===== config.mk =====
export PLATFORM = sky130hd
export DESIGN_NAME = fifo_write_arbiter
export DESIGN_NICKNAME = d
export VERILOG_FILES = /design/src/rtl/fifo_write_arbiter.sv
export SDC_FILE = /design/constraint.sdc
export NUM_CORES = 1
export LEC_CHECK = 0
export ABC_AREA = 1
export CAP_MARGIN = 20
export CORE_MARGIN = 1.5
export CORE_UTILIZATION = 44
export DETAILED_ROUTE_END_ITERATION = 10
export PLACE_DENSITY = 0.86
export SKIP_CTS_REPAIR_TIMING = 1
export SLEW_MARGIN = 25
export SYNTH_ARGS = -nofsm -noshare
export SYNTH_HDL_FRONTEND = slang
export SYNTH_SLANG_ARGS = --single-unit

===== constraint.sdc =====
create_clock -name clk -period 4.1 [get_ports clk]
set_input_delay 0.615 -clock clk [delete_from_list [all_inputs] [get_ports clk]]
set_output_delay 0.615 -clock clk [all_outputs]
set_load 0.02 [all_outputs]

===== src/rtl/fifo_write_arbiter.sv =====
// Round-robin arbiter that hands the FIFO write port to one requester at a time
// for bursts of up to MAX_BURST words, stalling while the FIFO is full.
module fifo_write_arbiter #(
    parameter int DATA_WIDTH = 8,
    parameter int NUM_REQ    = 4,
    parameter int MAX_BURST  = 4
) (
    input  logic                          clk,
    input  logic                          reset_n,
    input  logic [NUM_REQ-1:0]            req,
    input  logic [NUM_REQ*DATA_WIDTH-1:0] req_data,
    output logic [NUM_REQ-1:0]            ack,
    input  logic                          fifo_full,
    output logic                          write_enable,
    output logic [DATA_WIDTH-1:0]         write_data,
    output logic                          grant_valid,
    output logic [$clog2(NUM_REQ)-1:0]    grant_id
);
    localparam int IDW = $clog2(NUM_REQ);
    localparam int CW  = $clog2(MAX_BURST + 1);

    typedef enum logic {IDLE = 1'b0, BURST = 1'b1} state_t;

    state_t         state, state_nxt;
    logic [IDW-1:0] owner, owner_nxt;
    logic [IDW-1:0] rr_ptr, rr_ptr_nxt;
    logic [CW-1:0]  burst_cnt, burst_cnt_nxt;
    logic [CW-1:0]  cnt_inc;
    logic [IDW-1:0] pick_id;
    logic [IDW-1:0] idx;
    logic           pick_found;

    // First requesting index at or after rr_ptr, wrapping around.
    always_comb begin
        pick_found = 1'b0;
        pick_id    = rr_ptr;
        idx        = '0;
        for (int i = 0; i < NUM_REQ; i++) begin
            idx = rr_ptr + IDW'(i);
            if (!pick_found && req[idx]) begin
                pick_found = 1'b1;
                pick_id    = idx;
            end
        end
    end

    always_ff @(posedge clk or negedge reset_n) begin
        if (!reset_n) begin
            state     <= IDLE;
            owner     <= '0;
            rr_ptr    <= '0;
            burst_cnt <= '0;
        end else begin
            state     <= state_nxt;
            owner     <= owner_nxt;
            rr_ptr    <= rr_ptr_nxt;
            burst_cnt <= burst_cnt_nxt;
        end
    end

    assign cnt_inc = burst_cnt + CW'(1);

    always_comb begin
        state_nxt     = state;
        owner_nxt     = owner;
        rr_ptr_nxt    = rr_ptr;
        burst_cnt_nxt = burst_cnt;
        grant_valid   = (state == BURST);
        write_enable  = (state == BURST) && req[owner] && !fifo_full;
        write_data    = grant_valid ? req_data[owner*DATA_WIDTH +: DATA_WIDTH] : '0;
        ack           = '0;
        if (write_enable) ack[owner] = 1'b1;

        case (state)
            IDLE: begin
                if (pick_found) begin
                    state_nxt     = BURST;
                    owner_nxt     = pick_id;
                    burst_cnt_nxt = '0;
                end
            end
            BURST: begin
                // A dropped request ends the burst even while the FIFO is full.
                if (!req[owner]) begin
                    state_nxt  = IDLE;
                    rr_ptr_nxt = owner + IDW'(1);
                end else if (write_enable) begin
                    burst_cnt_nxt = cnt_inc;
                    if (cnt_inc == CW'(MAX_BURST)) begin
                        state_nxt  = IDLE;
                        rr_ptr_nxt = owner + IDW'(1);
                    end
                end
            end
            default: state_nxt = IDLE;
        endcase
    end

    assign grant_id = owner;

endmodule


==> results of run 1 <==
## per-layer routing
metal  wire length [um]  global-route usage [%]  vias up  part of all wire (%)
met5                  0                       0        -                     0
met4                 24                    5.56        0                  0.76
met1               1430                    28.4      606                    46
met2               1530                    41.2       32                    49
li1                   -                       -      719                     -
met3                154                    6.67        4                   4.9
## stage by stage
stage	worst slack (ns)	power, mW	utilization (%)	instances	cell area [um2]
2_1_floorplan	2.02	0.838	-	197	1120
3_3_place_gp	1.25	1.09	67.5	274	1660
3_5_place_dp	1.21	1.10	67.5	274	1660
4_1_cts	1.18	1.17	68.4	277	1680
5_1_grt	1.03	1.29	68.4	277	1680
6_report	1.20	1.16	68.4	277	1680
## worst min-delay path, stage by stage (launching register included)
cell	delay [ns]
dfrtp_1	0.36
nand3_1	0.08
nand2_1	0.06
## power by group
group,internal [mW],switching (mW)
Clock,0.0337,0.0298
Combinational,0.364,0.539
Sequential,0.113,0.0834
## layout by cell type (no fill, tap or decap), drive strengths merged
| master | instances |
|---|---|
| nand4 | 1 |
| a21oi | 8 |
| nand2 | 67 |
| nor2 | 40 |
| inv | 18 |
| xor2 | 1 |
| ha | 6 |
| buf | 1 |
| clkdlybuf4s50 | 54 |
| clkbuf | 3 |
| o21ai | 21 |
| dfrtp | 8 |
| nand3 | 19 |
## sequential cells by signal, indices dropped and copies added (netlist names)
signal,count
burst_cnt,3
rr_ptr,2
grant_valid,1
grant_id,2
## final timing paths
path	end	slack, ns
setup / recovery	write_enable	1.20
hold / removal	burst_cnt[2]	0.53
setup reg to reg	rr_ptr[0]	2.27
hold reg to reg	burst_cnt[2]	0.53
max in group asynchronous	grant_id[1]	3.20
min in group asynchronous	burst_cnt[2]	0.63
## cells by family after synthesis
family	Yosys count
XOR/XNOR	1
flip-flops	8
buffers and inverters	26
AO/OA/AOI/OAI	29
AND/OR/NAND/NOR	127
adder cells (fa/ha/maj)	6
## layout make-up
class	instances	area, um2	area share [%]
tap	30	37.5	2.24
sequential	8	200	11.9
clock buffer	3	22.5	1.34
inverter	18	67.6	4.02
multi-input combinational	163	803	47.8
timing repair buffer	55	548	32.6
==> run summary, run 1 <==
Status: completed
Sequential element share of the synthesized area: 17.8%
Leakage: 0.823 nW
Hold path start: burst_cnt[2]
Hold_ws: 0.530 ns
First-pass GRT wire length: 4980 um
Critical Path Max Stage Delay: 0.62 ns
Final Setup Violations: 0
Total die area: 0.00287 mm2
CP max FO: 13
Post-Synth XOR/XNOR Area: 0.780%
CTS tree: built
Gpl congestion: 0.778
CTS buffer count: 3
Area growth, synth to finish: 49.4%
Async SR Flop Fraction: 100%
Number of vias in the routed layout: 1361
CTS root buf: clkbuf_4
Clock sink total: 8
Vias per cell: 4.91
CP required: 3.48 ns
Cell row count: 18
YS warnings: 0
Post-Syn Area per Cell: 5.70 um2
Grt ovf: 0
Nets@finish: 294
WP buf/inv: 4
Layout cells sized above 1: 9.72%
Initial antenna violation count: 0
Period minus WS final: 2.90 ns
CP Cell Sequence: buf_4 -> nand2_1 -> nand3_1 -> nand2_1 -> inv_2 -> nand2_4 -> inv_1 -> clkdlybuf4s50_1
Port Buf Inserts: 54
Wirelength per Cell: 11.4 um
Vias in the first global route: 1169
Clk_lat worst skew: 0.26 ns
Simple-gate area share of the yosys netlist: 50.4%
Antenna Nets Post-Route: 0
Area leader, netlist: nand2_1
WHS Path Cells: 2
Max VDD drop: 0.000607 V
Top FF cell, synth: dfrtp_1
DP HPWL: 2390 um
Most frequent cell after synthesis: nand2_1
Worst-margin pin slew: 0.488 ns
Crit start category: flop
Post-synth EDFFs: 0
Routed WL: 3140 um
Largest net degree at the start of global routing: 21
Synth unique cells: 21
Top cells by count, synth: nand2_1, nor2_1, nand3_1, o21ai_0, inv_1
Core area: 0.00245 mm2
Synth area leaders: nand2_1, dfrtp_1, nor2_1
Synth Area in Compound Gates: 13.6%
Die span in x: 53.5 um
Main combinational cell family by area after synthesis: simple AND/OR/NAND/NOR gates
Residual DRC: 0
Clk slew on worst S/H paths: 0.06 ns
Power per cell area: 692 mW/mm2
H-tree levels: 1
Worst path depth: 8
WS Path Type: flop to output pin
Critical R2R Launch: grant_id[0]
Setup TNS: 0 ns
R2R depth: 10
GRT Total Usage: 23.5%
# fillers: 229
Slew HR: 67.5%
Clock buffer depth: 2
Family with the most delay on the worst path: buffers and inverters
Diode count: 0
CP max stage cell: dfrtp_1
FMAX: 345 MHz
Most used cell along the critical path: nand2_1
Final hold vios: 0
Critical Path Source: grant_id[0]
Cell Area, Synth: 0.00112 mm2
Ports: 55
Initial Util: 45.8%
Starting DRT DRC Count: 22
Slew Viols, Final: 0
Die H: 53.5 um
RSZ-0062 raised after global routing: false
Hold WC Path Type: flop to flop
Max Cap Viol: 0
Final Skew: 0.00809 ns
Final Cycle Share: 70.7%
Adder-Cell Fraction of Synth Area: 6.68%
Arrival @ worst endpoint: 2.28 ns
Critical Path Sink Type: output pin
Post-synth net total: 242
Drt pass-1 iters: 6
Register bit total from synthesis: 8
Mux contribution to synthesized area: 0%
Mapped Cells: 197
Top-area cell type share of the netlist area: 19.4%
(Power assumes the default switching activity.)
==> run 2, diff against run 1 <==
--- a/config.mk
+++ b/config.mk
@@ -8,9 +8,9 @@
 export ABC_AREA = 1
 export CAP_MARGIN = 20
 export CORE_MARGIN = 1.5
-export CORE_UTILIZATION = 44
+export CORE_UTILIZATION = 37
 export DETAILED_ROUTE_END_ITERATION = 10
-export PLACE_DENSITY = 0.86
+export PLACE_DENSITY = 0.77
 export SKIP_CTS_REPAIR_TIMING = 1
 export SLEW_MARGIN = 25
 export SYNTH_ARGS = -nofsm -noshare
==> constraint.sdc (replaced) <==
create_clock -name clk -period 2.44 [get_ports clk]
set_input_delay 0.366 -clock clk [delete_from_list [all_inputs] [get_ports clk]]
set_output_delay 0.366 -clock clk [all_outputs]
set_load 0.02 [all_outputs]
==> run summary, run 2 (synthesized netlist as in run 1, its figures left out) <==
CP max FO: 6 (-7)
Ports: 55 (unchanged)
DP Worst Slack: 0.109 ns (-1.11 ns)
Failing checks: design-rule violations
Starting DRT DRC Count: 59 (+170%)
Antenna Nets Post-Route: 0 (unchanged)
Final Cycle Share: 95.4%
Critical R2R Launch: grant_id[1]
Final hold vios: 0 (unchanged)
Power per cell area: 1160 mW/mm2 (+68%)
Max VDD drop: 0.000700 V (+15%)
DP HPWL: 2560 um (+7.2%)
Status: finished, violations left
Total power: 2.02 mW (+74%)
H-tree levels: 1 (unchanged)
Total die area: 0.00338 mm2 (+18%)
Final Skew: 0.00558 ns (-0.00251 ns)
Routed WL: 3190 um (+1.5%)
WS Path Type: input pin to output pin
Core area: 0.00283 mm2 (+15%)
Vias per cell: 4.80 (-2.3%)
CP required: 2.07 ns (-1.41 ns)
Clk slew on worst S/H paths: 0.05 ns (about the same)
WP buf/inv: 3 (-1)
Clock sink total: 8 (unchanged)
Initial Util: 39.7% (-6.1 points)
Worst-margin pin slew: 0.343 ns (-0.145 ns)
Hold_ws: 0.384 ns (-0.146 ns)
Drt pass-1 iters: 7 (+1)
Area growth, synth to finish: 55.0%
Slew Viols, Final: 0 (unchanged)
Final instance area: 0.00174 mm2 (+3.7%)
Residual DRC: 2 (+2)
Final std cells w/o fill: 286 (+3.2%)
Layout cells sized above 1: 12.9% (+3.2 points)
Period minus WS final: 2.33 ns
Family with the most delay on the worst path: buffers and inverters
Commonest non-fill, non-tap cell in the layout: nand2_1
Initial antenna violation count: 0 (unchanged)
Commonest cells after routing, fill and taps aside: nand2_1, clkdlybuf4s50_1, nor2_1
Vias in the first global route: 1276 (+9.2%)
Grt ovf: 0 (unchanged)
Crit start category: input pin
Placed inst area: 0.00172 mm2 (+3.7%)
Max Cap Viol: 0 (unchanged)
Final Setup Violations: 0 (unchanged)
CTS tree: built
RSZ-0062 raised after global routing: false
First-pass GRT wire length: 5510 um (+11%)
FMAX: 429 MHz
Nets@finish: 302 (+2.7%)
Port Buf Inserts: 54 (unchanged)
Number of vias in the routed layout: 1373 (+0.88%)
Worst setup margin: 0.111 ns (-1.09 ns)
Largest net degree at the start of global routing: 19 (-9.5%)
Clk_lat worst skew: 0.25 ns (about the same)
CP Cell Sequence: clkdlybuf4s50_1 -> nand2_1 -> nand3_1 -> nand2_1 -> inv_2 -> nand2_4 -> nor2_1 -> clkdlybuf4s50_1
Setup TNS: 0 ns (unchanged)
CTS buffer count: 3 (unchanged)
Cell row count: 19 (+1)
Placed insts: 283 (+3.3%)
Slew HR: 77.1% (+9.6 points)
Hold WC Path Type: input pin to asynchronous set/reset pin
Critical Path Max Stage Delay: 0.62 ns (about the same)
Arrival @ worst endpoint: 1.96 ns (-0.32 ns)
Diode count: 0 (unchanged)
Max reg flops: 3 (unchanged)
Critical Path Sink Type: output pin
Critical Path Source: req[0]
Leakage: 0.860 nW (+4.5%)
CP max stage cell: clkdlybuf4s50_1
Most flop-heavy register: burst_cnt
Die H: 58.1 um (+8.5%)
Gpl congestion: 0.889 (+14%)
Final core utilization: 61.6% (-6.8 points)
Clock buffer depth: 2 (unchanged)
Die span in x: 58.1 um (+8.5%)
GRT Total Usage: 20.2% (-3.4 points)
CTS root buf: clkbuf_4
Wirelength per Cell: 11.2 um (-1.7%)
## run 2: changes by cell type in the layout (fill, tap and decap cells not counted), sizes merged
| cell | previous run | this run |
|---|---|---|
| buf | 1 | 9 |
## run 2: worst paths after layout
| kind | to | slack (ns) | cells after the start |
|---|---|---|---|
| min | grant_valid | 0.38 | 1 |
| min in group clk | burst_cnt[0] | 0.54 | 1 |
| min reg2reg | burst_cnt[0] | 0.54 | 1 |
| max reg2reg | rr_ptr[1] | 0.82 | 10 |
| max | ack[1] | 0.11 | 8 |
| max in group asynchronous | grant_id[0] | 1.78 | 1 |
## run 2: report_power, final
| part | leakage [nW] | switching, mW | internal (mW) | total, mW |
|---|---|---|---|---|
| clock network | 0.0138 | 0.0422 | 0.0561 | 0.0983 |
| registers | 0.100 | 0.0956 | 0.192 | 0.288 |
| logic | 0.746 | 0.963 | 0.671 | 1.63 |
| total | 0.860 | 1.10 | 0.919 | 2.02 |
## run 2: cell type report
| cell class | instances | area, um2 |
|---|---|---|
| Fill cell | 272 | 1090 |
| Timing Repair Buffer | 63 | 608 |
| Multi-Input combinational cell | 163 | 803 |
| Clock buffer | 3 | 22.5 |
| Tap cell | 31 | 38.8 |
| Sequential cell | 8 | 201 |
| Inverter | 18 | 67.6 |
## run 2: metal layers
layer | vias up | share of wire, % | track usage [%]
met4 | 0 | 0 | 2.66
met1 | 599 | 46 | 26.2
met5 | - | 0 | 0
li1 | 739 | - | -
met3 | 0 | 4.9 | 4.24
met2 | 35 | 49 | 35.2
